$ cat src/rtl/spi_master_ctrl.sv
// SPI initiator: serialises one 10-bit command per frame on MOSI/SS_n and captures a read byte from MISO.
// Optional SPI_MASTER_AUTO_READ_EN: a cmd-10 frame is automatically followed by a cmd-11 frame.
module spi_master_ctrl #(
   parameter int RD_WAIT = 2,
   parameter int GAP_CYC = 1
) (
   input  logic       clk,
   input  logic       rst,
   input  logic       start,
   input  logic [9:0] tx_word,
   output logic       busy,
   output logic       done,
   output logic [7:0] rd_data,
   output logic       rd_valid,
   input  logic       MISO,
   output logic       MOSI,
   output logic       SS_n
);

   localparam logic [3:0] SHIFT_LAST = 4'd9;
   localparam logic [3:0] RECV_LAST  = 4'd7;
   localparam logic [3:0] WAIT_LAST  = 4'(RD_WAIT - 1);
   localparam logic [3:0] GAP_LAST   = 4'(GAP_CYC - 1);

   typedef enum logic [2:0] {
      S_IDLE  = 3'd0,
      S_LEAD  = 3'd1,
      S_CMD   = 3'd2,
      S_SHIFT = 3'd3,
      S_WAIT  = 3'd4,
      S_RECV  = 3'd5,
      S_GAP   = 3'd6
   } state_t;

   state_t     state_q, state_d;
   logic [3:0] cnt_q, cnt_d;
   logic [9:0] sh_q, sh_d;
   logic [7:0] rx_q, rx_d;
   logic       rd_cmd_q, rd_cmd_d;
   logic       ss_n_q, ss_n_d;
   logic       mosi_q, mosi_d;
   logic       busy_q, busy_d;
   logic       done_q, done_d;
   logic       rd_valid_q, rd_valid_d;
   logic [7:0] rd_data_q, rd_data_d;
   logic       enter_gap_s;
   logic       auto_hold_s;

`ifdef SPI_MASTER_AUTO_READ_EN
   logic       auto_pend_q, auto_pend_d;
   assign auto_hold_s = auto_pend_q;
`else
   assign auto_hold_s = 1'b0;
`endif

   // Per-state counters stop at all-ones instead of wrapping.
   function automatic logic [3:0] sat_inc(input logic [3:0] v);
      sat_inc = (v == 4'hF) ? v : v + 4'd1;
   endfunction

   always_comb begin
      state_d     = state_q;
      cnt_d       = cnt_q;
      sh_d        = sh_q;
      rx_d        = rx_q;
      rd_cmd_d    = rd_cmd_q;
      ss_n_d      = ss_n_q;
      mosi_d      = 1'b0;
      busy_d      = busy_q;
      done_d      = 1'b0;
      rd_valid_d  = 1'b0;
      rd_data_d   = rd_data_q;
      enter_gap_s = 1'b0;
`ifdef SPI_MASTER_AUTO_READ_EN
      auto_pend_d = auto_pend_q;
`endif
      // Outputs are computed for the state being entered so pins line up with the state register.
      case (state_q)
         S_IDLE: begin
            if (start) begin
               state_d  = S_LEAD;
               sh_d     = tx_word;
               rd_cmd_d = (tx_word[9:8] == 2'b11);
               busy_d   = 1'b1;
               ss_n_d   = 1'b0;
               cnt_d    = 4'd0;
`ifdef SPI_MASTER_AUTO_READ_EN
               auto_pend_d = (tx_word[9:8] == 2'b10);
`endif
            end else begin
               ss_n_d = 1'b1;
            end
         end
         S_LEAD: begin
            state_d = S_CMD;
            mosi_d  = sh_q[9];
         end
         S_CMD: begin
            state_d = S_SHIFT;
            mosi_d  = sh_q[9];
            cnt_d   = 4'd0;
         end
         S_SHIFT: begin
            if (cnt_q == SHIFT_LAST) begin
               if (rd_cmd_q) begin
                  state_d = S_WAIT;
                  cnt_d   = 4'd0;
               end else begin
                  enter_gap_s = 1'b1;
               end
            end else begin
               cnt_d  = sat_inc(cnt_q);
               sh_d   = {sh_q[8:0], 1'b0};
               mosi_d = sh_q[8];
            end
         end
         S_WAIT: begin
            if (cnt_q == WAIT_LAST) begin
               state_d = S_RECV;
               cnt_d   = 4'd0;
            end else begin
               cnt_d = sat_inc(cnt_q);
            end
         end
         S_RECV: begin
            rx_d = {rx_q[6:0], MISO};
            if (cnt_q == RECV_LAST) begin
               enter_gap_s = 1'b1;
            end else begin
               cnt_d = sat_inc(cnt_q);
            end
         end
         S_GAP: begin
            if (cnt_q == GAP_LAST) begin
               cnt_d = 4'd0;
               if (auto_hold_s) begin
                  // Chain the read-data frame without releasing busy.
                  state_d  = S_LEAD;
                  sh_d     = 10'b11_0000_0000;
                  rd_cmd_d = 1'b1;
                  ss_n_d   = 1'b0;
`ifdef SPI_MASTER_AUTO_READ_EN
                  auto_pend_d = 1'b0;
`endif
               end else begin
                  state_d = S_IDLE;
                  busy_d  = 1'b0;
               end
            end else begin
               cnt_d  = sat_inc(cnt_q);
               done_d = (sat_inc(cnt_q) == GAP_LAST) && !auto_hold_s;
            end
         end
         default: begin
            state_d = S_IDLE;
            ss_n_d  = 1'b1;
            busy_d  = 1'b0;
            cnt_d   = 4'd0;
         end
      endcase

      if (enter_gap_s) begin
         state_d = S_GAP;
         ss_n_d  = 1'b1;
         cnt_d   = 4'd0;
         done_d  = (GAP_LAST == 4'd0) && !auto_hold_s;
      end else begin
         state_d = state_d;
      end

      if (done_d && rd_cmd_q) begin
         rd_valid_d = 1'b1;
         rd_data_d  = rx_d;
      end else begin
         rd_valid_d = 1'b0;
      end
   end

   // State and registered pin outputs.
   always_ff @(posedge clk) begin
      if (rst) begin
         state_q    <= S_IDLE;
         cnt_q      <= 4'd0;
         sh_q       <= 10'd0;
         rx_q       <= 8'd0;
         rd_cmd_q   <= 1'b0;
         ss_n_q     <= 1'b1;
         mosi_q     <= 1'b0;
         busy_q     <= 1'b0;
         done_q     <= 1'b0;
         rd_valid_q <= 1'b0;
         rd_data_q  <= 8'h00;
`ifdef SPI_MASTER_AUTO_READ_EN
         auto_pend_q <= 1'b0;
`endif
      end else begin
         state_q    <= state_d;
         cnt_q      <= cnt_d;
         sh_q       <= sh_d;
         rx_q       <= rx_d;
         rd_cmd_q   <= rd_cmd_d;
         ss_n_q     <= ss_n_d;
         mosi_q     <= mosi_d;
         busy_q     <= busy_d;
         done_q     <= done_d;
         rd_valid_q <= rd_valid_d;
         rd_data_q  <= rd_data_d;
`ifdef SPI_MASTER_AUTO_READ_EN
         auto_pend_q <= auto_pend_d;
`endif
      end
   end

   assign busy     = busy_q;
   assign done     = done_q;
   assign rd_data  = rd_data_q;
   assign rd_valid = rd_valid_q;
   assign MOSI     = mosi_q;
   assign SS_n     = ss_n_q;

endmodule

$ cat config.mk
export PLATFORM = sky130hd
export DESIGN_NAME = spi_master_ctrl
export DESIGN_NICKNAME = d
export VERILOG_FILES = /design/src/rtl/spi_master_ctrl.sv
export SDC_FILE = /design/constraint.sdc
export NUM_CORES = 1
export LEC_CHECK = 0
export ABC_AREA = 1
export BUFFER_PORTS_ARGS = -buffer_cell sky130_fd_sc_hd__buf_2
export CELL_PAD_IN_SITES_DETAIL_PLACEMENT = 1
export CELL_PAD_IN_SITES_GLOBAL_PLACEMENT = 1
export CORE_ASPECT_RATIO = 1.75
export CORE_MARGIN = 2
export CORE_UTILIZATION = 30
export DETAILED_ROUTE_END_ITERATION = 10
export GPL_TIMING_DRIVEN = 1
export PLACE_DENSITY_LB_ADDON = 0.1
export SLEW_MARGIN = 20
export SYNTH_ARGS = -nofsm -noshare
export SYNTH_HDL_FRONTEND = slang
export SYNTH_SLANG_ARGS = --single-unit
$ cat constraint.sdc
create_clock -name clk -period 1.7 [get_ports clk]
set_clock_uncertainty 0.1 [all_clocks]
set_input_delay 0.085 -clock clk [delete_from_list [all_inputs] [get_ports clk]]
set_output_delay 0.085 -clock clk [all_outputs]
set_load 0.02 [all_outputs]
==> summary.txt <==
Critical path
  – CP Launch Type: flip-flop
  – Critical path class: flip-flop to flip-flop
  – WP data required: 1.78 ns
  – Crit. path cell count: 11
  – Top delay family on crit path: simple AND/OR/NAND/NOR gates
  – Reg2reg path depth: 11
  – Critical path arrival: 1.71 ns
  – Worst path max stage delay: 0.39 ns
  – Worst r2r dst: rd_data[6]
  – Worst Path Buf+Inv: 3
  – Setup crit start: cnt_q[0]
  – Critical Path Sink: rd_data[6]
  – Crit-path max FO: 8
  – R2r setup slk: 0.07 ns
  – CP Cell Sequence: inv_2 > ha_4 > inv_1 > nand2_1 > nand2_2 > nand2_1 > inv_2 > nand2_8 > nand2_8 > a21oi_2 > nor2_1
  – Kind of end point of the critical path: flip-flop
  – R2r startpoint: cnt_q[0]
  – Slowest cell on crit path: dfxtp_4

Floorplanning
  – IO Pins: 27
  – Die area: 0.00722 mm2
  – Initial Util: 0.304
  – Die Width: 65.1 um
  – Core Area: 0.00644 mm2
  – Rows: 39
  – Die span in y: 111 um

STA
  – Min setup slack post-route: 0.0742 ns
  – Slew headroom: 0.570
  – Fin. max-slew vios: 0
  – Final min period: 1.63 ns
  – Final setup fails: 0
  – Final Hold Viols: 0
  – RSZ-0062 raised after global routing: yes
  – Worst slew pin tran: 0.644 ns
  – Max Freq: 615 MHz
  – Fin crit share: 0.956
  – WHS: 0.0200 ns

Clocking
  – Clock Tree Root: clkbuf_16
  – CTS max path bufs: 2
  – CTS tree: yes
  – Clock transition at path regs: 0.06 ns
  – CTS Buf Count: 5
  – CTS Sinks: 39
  – Clock Latency Late Sink: 0.29 ns
  – H-Tree Depth: 2

Finish
  – Share of cells above drive strength 1: 0.382
  – Syn-to-layout area delta: 45.0%
  – # diodes: 0
  – Most frequent cells in the layout: nand2_1, nor2_1, dfxtp_1
  – Final net count: 351
  – Commonest non-fill, non-tap cell in the layout: nand2_1

Logic synthesis
  – Sequential share of the synthesized area: 0.398
  – Syn avg cell area: 7.26 um2
  – Cell variety after synth: 31
  – #FFs+latches synth: 39
  – Yosys warns: 0
  – Syn Nets: 287
  – Mapped cell area: 0.00196 mm2
  – Synth Instances: 270

Power and ir drop
  – Sw frac: 0.408
  – Clock share of power: 0.229
  – Leak: 0.00126 uW
  – Logic gate share of total power: 0.441
  – Register share of total power: 0.329
  – Internal Pwr Total: 2420 uW
  – Sw power: 1670 uW
  – Peak supply drop: 0.000755 V
  – Pwr Density: 1440 mW/mm2

GRT
  – GRT Total Usage: 0.171
  – First-pass GRT wire length: 9.47 mm
  – Vias in the first global route: 1,999
  – Largest net degree at the start of global routing: 20
  – Global route overflow: 0
  – Initial antenna violation count: 0

Drt
  – 1st-iter DRT viols: 41
  – Vias: 1,955
  – Drt wl/cell: 14.2 um
  – Detailed Route WL: 5.91 mm
  – DRT Pass-1 Iters: 4
  – DR DRC count: 0
  – Remaining antenna violation count: 0
  – Via-to-Cell Ratio: 4.69

Place
  – I/O Buffers: 26
  – HPWL Detailed: 3.96 mm
  – Worst slack at placement: -0.134 ns
  – Gp weighted congestion: 0.763

Job
  – MaxCap Viol Count: 0

Min path
  – Min-Delay Path Class: primary input to flip-flop

Run status
  – Status: complete, no violations
==> how the worst min path moves through the flow <==
stage,startpoint,to,slack [ns],cells past startpoint
after floorplan,tx_word[0],sh_q[0],0.13,2
after global placement,tx_word[3],sh_q[3],0.26,3
after detailed placement,tx_word[0],sh_q[0],0.26,3
after CTS,MISO,rx_q[0],0.01,3
after global routing,MISO,rx_q[0],0.05,3
final,MISO,rx_q[0],0.02,3
==> per-stage QoR <==
step	area, um2	TNS (ns)	std cells	total power (uW)	util
after floorplan	1960	0	270	2260	-
after global placement	2300	-1.16	391	2740	0.356
after detailed placement	2300	-1.56	391	2750	0.356
after CTS	2630	0	413	3830	0.408
after global routing	2840	-0.147	417	4410	0.441
final	2840	0	417	4090	0.441
==> synth_stat cells (all sizes together) <==
| library cell | n | area, um2 |
|---|---|---|
| nand2 | 64 | 282 |
| nor2 | 48 | 216 |
| dfxtp | 39 | 781 |
| inv | 26 | 100 |
| o21ai | 24 | 124 |
| nand3 | 22 | 120 |
| a21oi | 17 | 115 |
| a31oi | 9 | 56.3 |
| buf | 7 | 61.3 |
| clkbuf | 4 | 15.0 |
| ha | 3 | 37.5 |
| nand4 | 2 | 12.5 |
| nor3 | 2 | 15.0 |
| a211oi | 1 | 7.51 |
| nand3b | 1 | 7.51 |
| o2111ai | 1 | 8.76 |
==> routing by layer <==
metal / GRT usage / up-vias / wire [um]
li1: - / 1010 / -
met2: 0.331 / 24 / 3440
met4: 0.0750 / 0 / 129
met3: 0.0244 / 6 / 112
met5: 0 / - / 0
met1: 0.172 / 915 / 2220
==> power by group through the flow <==
stage / logic [uW] / registers, uW / clock network, uW
finish: 1800 / 1350 / 937
global route: 2010 / 1390 / 1010
CTS: 1530 / 1330 / 977
detailed placement: 1430 / 1320 / 0
global placement: 1420 / 1320 / 0
floorplan: 975 / 1290 / 0
==> what timing repair did <==
action,in CTS,in global routing
gates resized for setup,14,47
gates cloned,2,1
setup endpoints to repair,25,27
pin swaps,5,18
hold endpoints to repair,13,0
setup buffers,1,3
hold buffers,11,0
==> registers in the layout, summed over array words and instances (netlist names) <==
signal / flops
rd_data: 8
MOSI: 1
rd_cmd_q: 1
rx_q: 8
SS_n: 1
state_q: 3
done: 1
sh_q: 10
rd_valid: 1
busy: 1
cnt_q: 4
==> cells by family after synthesis <==
logic type | share of synthesized area
fa+ha+maj | 0.0192
simple gates | 0.333
compound gates | 0.159
flops | 0.398
buf+inv | 0.0900
==> worst register-to-register path, stage by stage, from the launching register on <==
cell and delay, ns:
dfxtp_4 0.39, inv_2 0.06, ha_4 0.26, inv_1 0.03, nand2_1 0.08, nand2_2 0.07
nand2_1 0.07, inv_2 0.06, nand2_8 0.11, nand2_8 0.10, a21oi_2 0.13, nor2_1 0.05
==> final cells by class <==
class	instances	area, um2
clock inverters	3	20.0
inverters	26	108
flip-flops and latches	39	795
repair buffers	65	465
multi-input cells	197	1230
clock buffers	5	125
fillers	819	3600
well taps	82	103
No activity file was read; power rests on OpenSTA's default activity.
